File: config.mk
export PLATFORM = sky130hd
export DESIGN_NAME = uart_cmd_parser
export DESIGN_NICKNAME = d
export VERILOG_FILES = /design/src/rtl/uart_cmd_parser.sv
export SDC_FILE = /design/constraint.sdc
export NUM_CORES = 1
export LEC_CHECK = 0
export ABC_CLOCK_PERIOD_IN_PS = 2300
export CAP_MARGIN = 20
export CORE_ASPECT_RATIO = 0.6
export CORE_MARGIN = 5
export CORE_UTILIZATION = 52
export CTS_BUF_LIST = sky130_fd_sc_hd__clkbuf_4
export DETAILED_ROUTE_END_ITERATION = 10
export PLACE_DENSITY = 0.81
export SYNTH_ARGS = -nofsm -noshare
export SYNTH_HDL_FRONTEND = slang
export SYNTH_SLANG_ARGS = --single-unit
File: constraint.sdc
create_clock -name clk -period 2.3 [get_ports clk]
set_input_delay 0.46 -clock clk [delete_from_list [all_inputs] [get_ports clk]]
set_output_delay 0.46 -clock clk [all_outputs]
set_load 0.05 [all_outputs]
File: src/rtl/uart_cmd_parser.sv
// Command-frame parser behind uart_rx: HEAD, CMD, DH, DL[, CHK] -> registered cmd/cmd_data strobe.
// Optional checksum byte enabled by defining UART_CMD_CHECKSUM_EN.
module uart_cmd_parser #(
    parameter logic [7:0]  HEAD    = 8'h55,
    parameter int unsigned TIMEOUT = 50000
) (
    input  logic        clk,
    input  logic        rst_n,
    input  logic [7:0]  din,
    input  logic        din_vld,
    output logic [7:0]  cmd,
    output logic [15:0] cmd_data,
    output logic        cmd_vld,
    output logic        err
);

    localparam int unsigned CNT_W = 26;
    localparam logic [CNT_W-1:0] CNT_LAST = CNT_W'(TIMEOUT - 1);

    typedef enum logic [2:0] {
        IDLE  = 3'd0,
        S_CMD = 3'd1,
        S_DH  = 3'd2,
`ifdef UART_CMD_CHECKSUM_EN
        S_DL  = 3'd3,
        S_CHK = 3'd4
`else
        S_DL  = 3'd3
`endif
    } state_t;

    state_t           state;
    state_t           state_nxt;
    logic [CNT_W-1:0] cnt;
    logic [7:0]       sh_cmd;
    logic [7:0]       sh_dh;
`ifdef UART_CMD_CHECKSUM_EN
    logic [7:0]       sh_dl;
    logic             cap_dl_c;
`endif

    logic tmo_c;
    logic cap_cmd_c;
    logic cap_dh_c;
    logic load_c;
    logic err_c;

    // A byte arriving in the expiry cycle wins over the timeout.
    assign tmo_c = (state != IDLE) && !din_vld && (cnt == CNT_LAST);

    // State register
    always_ff @(posedge clk or negedge rst_n) begin
        if (!rst_n) begin
            state <= IDLE;
        end else begin
            state <= state_nxt;
        end
    end

    // Next-state logic
    always_comb begin
        state_nxt = state;
        if (tmo_c) begin
            state_nxt = IDLE;
        end else if (din_vld) begin
            case (state)
                IDLE:    state_nxt = (din == HEAD) ? S_CMD : IDLE;
                S_CMD:   state_nxt = S_DH;
                S_DH:    state_nxt = S_DL;
`ifdef UART_CMD_CHECKSUM_EN
                S_DL:    state_nxt = S_CHK;
                S_CHK:   state_nxt = IDLE;
`else
                S_DL:    state_nxt = IDLE;
`endif
                default: state_nxt = IDLE;
            endcase
        end
    end

    // Output / capture decode
    always_comb begin
        cap_cmd_c = 1'b0;
        cap_dh_c  = 1'b0;
        load_c    = 1'b0;
        err_c     = tmo_c;
`ifdef UART_CMD_CHECKSUM_EN
        cap_dl_c  = 1'b0;
`endif
        if (din_vld) begin
            case (state)
                S_CMD: cap_cmd_c = 1'b1;
                S_DH:  cap_dh_c  = 1'b1;
`ifdef UART_CMD_CHECKSUM_EN
                S_DL:  cap_dl_c  = 1'b1;
                S_CHK: begin
                    if (din == (sh_cmd ^ sh_dh ^ sh_dl)) begin
                        load_c = 1'b1;
                    end else begin
                        err_c  = 1'b1;
                    end
                end
`else
                S_DL:  load_c    = 1'b1;
`endif
                default: ;
            endcase
        end
    end

    // Inter-byte timeout counter, idle while waiting for a header
    always_ff @(posedge clk or negedge rst_n) begin
        if (!rst_n) begin
            cnt <= '0;
        end else if (din_vld || (state == IDLE) || tmo_c) begin
            cnt <= '0;
        end else begin
            cnt <= cnt + CNT_W'(1);
        end
    end

    // Shadow registers; a timed-out partial frame is discarded
    always_ff @(posedge clk or negedge rst_n) begin
        if (!rst_n) begin
            sh_cmd <= '0;
            sh_dh  <= '0;
`ifdef UART_CMD_CHECKSUM_EN
            sh_dl  <= '0;
`endif
        end else if (tmo_c) begin
            sh_cmd <= '0;
            sh_dh  <= '0;
`ifdef UART_CMD_CHECKSUM_EN
            sh_dl  <= '0;
`endif
        end else begin
            if (cap_cmd_c) sh_cmd <= din;
            if (cap_dh_c)  sh_dh  <= din;
`ifdef UART_CMD_CHECKSUM_EN
            if (cap_dl_c)  sh_dl  <= din;
`endif
        end
    end

    // Registered outputs
    always_ff @(posedge clk or negedge rst_n) begin
        if (!rst_n) begin
            cmd      <= '0;
            cmd_data <= '0;
            cmd_vld  <= 1'b0;
            err      <= 1'b0;
        end else begin
            cmd_vld <= load_c;
            err     <= err_c;
            if (load_c) begin
                cmd      <= sh_cmd;
`ifdef UART_CMD_CHECKSUM_EN
                cmd_data <= {sh_dh, sh_dl};
`else
                cmd_data <= {sh_dh, din};
`endif
            end
        end
    end

endmodule

==> run_results.csv <==
group,metric,value,unit
timing,final_tns_setup,0,ns
setup_path,critPathKind,"reg2reg",
cts,cts_made_buffers,9,
setup_path,register_to_register_setup_slack,0.11,ns
pwr,peakVddDrop,0.000974,V
yosys,synth_cell_type_count,36,
detailed_routing,drt-wirelength-per-cell,16.5,um
pwr,combinationalPowerShare,0.410,
setup_path,crit_path_max_fanout,17,
pwr,clockPowerShare,0.191,
detailed_routing,antenna_violating_nets_post_route,0,
run,drv_cap,0,
setup_path,slowest_stage,"sky130_fd_sc_hd__or4_4",
min_path,hold_path_class,"in2async",
cts,worst_skew_pair.late_latency,0.41,ns
detailed_routing,detailroute.wirelength.met3,348,um
setup_path,worst-endpoint-arrival,2.48,ns
timing,fin_skew,0.0119,ns
detailed_routing,first_iter_violations,237,
setup_path,required_arrival_time_at_the_worst_endpoint,2.59,ns
setup_path,regToRegEndpoint,"sh_dh[5]",
setup_path,timing.critical_path.slowest_cell_delay,0.57,ns
die,std_cell_rows,22,
die,placeableCoreArea,6030,um^2
yosys,post_syn_instances,293,
pwr,share_seq_of_total_power,0.398,
timing,timing.slew.headroom,0.648,
yosys,mappedNetlistNets,309,
cts,ctsHtreeMaxLevel,3,
finish,post_layout_instance_area,3830,um^2
global_route,wire_length_of_the_first_global_routing_pass,11900,um
finish,antennaDiodeCount,0,
timing,max_freq,456,MHz
timing,final_max_slew_viol_count,0,
setup_path,worstPathCellList,"or4_1, or4_4, nor4_4, buf_6, a21oi_1",
yosys,yosysWarnings,0,
detailed_routing,route.top_layer_used,"met4",
setup_path,reg2regPathDepth,5,
timing,unrepaired_setup_endpoints_after_global_routing,"false",
pwr,cellLeakagePower,1.59,nW
setup_path,worst_r2r_startpoint,"cnt[10]",
cts,clock_sink_count,70,
finish,final_layout_size_suffix_gt1_frac,0.169,
detailed_routing,drt-vias-per-instance,5.64,
detailed_routing,drt_pass1_iterations,4,
pwr,switchingPower,0.00178,W
die,io_pins,37,
global_route,grt_max_degree,71,
detailed_routing,m1WireLength,3550,um
pwr,p_per_area,1170,nW/um^2
detailed_routing,routed-via-count,2415,
setup_path,startpoint_type,"register",
global_route,number_of_antenna_violations_at_the_first_check_in_global_routing,0,
timing,timing_worst_slew_pin_value,0.524,ns
run_status,outcome,"complete, no violations",
place,numPortBuffers,36,
yosys,post_synth_instance_area,3180,um^2
pwr,p_int,0.00269,W
cts,cts_tree,"done",
die,initial_utilization,0.527,
global_route,first_global_vias,2310,
die,dieWidth,111,um
timing,min_period_over_period,0.953,
detailed_routing,finalWirelength,7040,um
cts,ctsLongestPathBuffers,2,
die,design.die.area,7820,um^2
place,placed_cell_area,3670,um^2
yosys,post_synth.cell_area_avg,10.8,um^2
cts,clk_pin_slew_worst_paths,0.11,ns
setup_path,cp-startpoint,"cnt[10]",
detailed_routing,wl_met2,3090,um
detailed_routing,post-route-drc-count,0,
global_route,global_route.overflow_total,0,
cts,clock-root-buffer,"sky130_fd_sc_hd__clkbuf_4",
yosys,synth.yosys.seq_area_share,0.552,
place,gp_congestion,0.918,
pwr,switching_share,0.399,
timing,fin_crit,2.19,ns
place,numPlacedInstances,412,
global_route,grt_use_total,0.190,
finish,nets,355,
place,dp_hpwl,5010,um
timing,timing.final.hold_violations,0,
finish,areaGrowthSynthToFinish,20.6,%
timing,number_of_endpoints_failing_setup_at_the_final_stage,0,
die,die_h,70.5,um
setup_path,worst_setup_path_end_kind,"register",
finish,instances_no_fill,428,
yosys,ys_seq_elements,70,
## worst max-delay path by stage
stage                     end  slack (ns)  cells after the start
CTS                  sh_dh[5]        0.09                      5
detailed placement  sh_cmd[5]        0.13                      5
floorplan           sh_cmd[0]        0.09                      5
global route         sh_dh[5]        0.02                      5
finish               sh_dh[5]        0.11                      5
global placement     sh_dh[3]        0.16                      5
## stage by stage
| step | util | hold slack, ns | power [W] | worst slack [ns] |
|---|---|---|---|---|
| 4_1_cts | 0.635 | 0.0620 | 0.00450 | 0.0876 |
| 3_3_place_gp | 0.609 | 0.475 | 0.00357 | 0.161 |
| 2_1_floorplan | - | 0.164 | 0.00300 | 0.0937 |
| 3_5_place_dp | 0.609 | 0.494 | 0.00363 | 0.129 |
| 5_1_grt | 0.636 | 0.0795 | 0.00470 | 0.0250 |
| 6_report | 0.636 | 0.0634 | 0.00447 | 0.107 |
## critical path, delay by kind of cell, from the launching register on
family                 cells  cell delay (ns)
AOI/OAI and AO/OA          1             0.07
buffers and inverters      1             0.21
DFF                        1             0.45
and+or+nand+nor            3             1.35
## placed cells by master, fill, tap and decap left out, types with 2 or more instances in the layout
cell type | Yosys | final
sky130_fd_sc_hd__dfrtp_1 | 70 | 70
sky130_fd_sc_hd__clkdlybuf4s50_1 | 0 | 35
sky130_fd_sc_hd__nand3_1 | 29 | 29
sky130_fd_sc_hd__nand2_1 | 28 | 28
sky130_fd_sc_hd__a21oi_1 | 28 | 28
sky130_fd_sc_hd__mux2_2 | 24 | 24
sky130_fd_sc_hd__nor2_1 | 17 | 17
sky130_fd_sc_hd__xnor2_1 | 10 | 10
sky130_fd_sc_hd__clkbuf_4 | 0 | 9
sky130_fd_sc_hd__buf_4 | 3 | 9
sky130_fd_sc_hd__inv_1 | 7 | 7
sky130_fd_sc_hd__or4_1 | 7 | 7
sky130_fd_sc_hd__o21ai_0 | 7 | 7
sky130_fd_sc_hd__or3_1 | 6 | 6
sky130_fd_sc_hd__o31ai_1 | 6 | 6
sky130_fd_sc_hd__nor3_1 | 6 | 6
sky130_fd_sc_hd__nand4_1 | 5 | 5
sky130_fd_sc_hd__ha_1 | 5 | 5
sky130_fd_sc_hd__nor4_1 | 4 | 4
sky130_fd_sc_hd__and3_1 | 3 | 3
sky130_fd_sc_hd__nand4b_1 | 2 | 2
sky130_fd_sc_hd__and2_1 | 2 | 2
sky130_fd_sc_hd__xor2_1 | 2 | 2
sky130_fd_sc_hd__nor4bb_1 | 2 | 2
sky130_fd_sc_hd__clkinv_2 | 0 | 2
sky130_fd_sc_hd__bufinv_16 | 0 | 2
sky130_fd_sc_hd__clkinvlp_4 | 0 | 2
sky130_fd_sc_hd__buf_12 | 0 | 2
## synth_stat cells
master,count,share of area
sky130_fd_sc_hd__dfrtp_1,70,0.55
sky130_fd_sc_hd__nand3_1,29,0.046
sky130_fd_sc_hd__a21oi_1,28,0.044
sky130_fd_sc_hd__nand2_1,28,0.033
sky130_fd_sc_hd__mux2_2,24,0.085
sky130_fd_sc_hd__nor2_1,17,0.020
sky130_fd_sc_hd__xnor2_1,10,0.028
sky130_fd_sc_hd__inv_1,7,0.0083
sky130_fd_sc_hd__o21ai_0,7,0.011
sky130_fd_sc_hd__or4_1,7,0.017
sky130_fd_sc_hd__nor3_1,6,0.0095
sky130_fd_sc_hd__o31ai_1,6,0.014
sky130_fd_sc_hd__or3_1,6,0.012
sky130_fd_sc_hd__ha_1,5,0.020
sky130_fd_sc_hd__nand4_1,5,0.0099
sky130_fd_sc_hd__clkbuf_1,4,0.0047
sky130_fd_sc_hd__nor4_1,4,0.0079
sky130_fd_sc_hd__and3_1,3,0.0059
sky130_fd_sc_hd__buf_2,3,0.0047
sky130_fd_sc_hd__buf_4,3,0.0071
sky130_fd_sc_hd__and2_1,2,0.0039
sky130_fd_sc_hd__buf_6,2,0.0071
sky130_fd_sc_hd__nand4b_1,2,0.0055
sky130_fd_sc_hd__nor4bb_1,2,0.0063
sky130_fd_sc_hd__xor2_1,2,0.0055
sky130_fd_sc_hd__a31o_2,1,0.0028
sky130_fd_sc_hd__and4_1,1,0.0028
sky130_fd_sc_hd__and4_2,1,0.0032
sky130_fd_sc_hd__clkbuf_2,1,0.0016
sky130_fd_sc_hd__nand2b_1,1,0.0020
sky130_fd_sc_hd__nand3b_1,1,0.0024
sky130_fd_sc_hd__nor4_4,1,0.0067
sky130_fd_sc_hd__o21ai_2,1,0.0028
sky130_fd_sc_hd__o2bb2ai_1,1,0.0028
sky130_fd_sc_hd__or4_2,1,0.0028
sky130_fd_sc_hd__or4_4,1,0.0035
## logic make-up after synthesis
family,synth area share
xor+xnor,0.0331
fa+ha+maj,0.0197
flops,0.552
mux,0.0851
compound gates,0.0776
simple gates,0.199
buf+inv,0.0335
## cell type report
type | instances | area [um^2]
clock buffers | 9 | 67.6
well taps | 84 | 105
fillers | 471 | 2200
inverters | 7 | 26.3
repair buffers | 48 | 474
clock inverters | 7 | 88.8
flip-flops and latches | 70 | 1750
multi-input cells | 203 | 1320
## power by group through the flow
| stage | clock network, W | logic (W) | registers (W) |
|---|---|---|---|
| 3_5_place_dp | 0 | 0.00183 | 0.00180 |
| 6_report | 0.000854 | 0.00183 | 0.00178 |
| 4_1_cts | 0.000876 | 0.00185 | 0.00178 |
| 2_1_floorplan | 0 | 0.000557 | 0.00244 |
| 3_3_place_gp | 0 | 0.00179 | 0.00178 |
| 5_1_grt | 0.000917 | 0.00196 | 0.00183 |
## registers in the layout (all words and copies together) (netlist names)
register / flops
cmd: 8
cmd_data: 16
cmd_vld: 1
cnt: 26
err: 1
sh_cmd: 8
sh_dh: 8
state: 2
## repair_timing
item / CTS / global route
gates resized for setup: 0 / 1
endpoints found under the setup margin: 0 / 6
setup buffers: 0 / 0
hold buffers: 0 / 0
## per-layer routing
metal  track usage  vias to the layer above
met5             0                        -
met4        0.0574                        0
met3        0.0453                       14
met2         0.261                       68
met1         0.295                     1180
li1              -                     1153
Note: power is estimated with default switching activity, not from simulation.
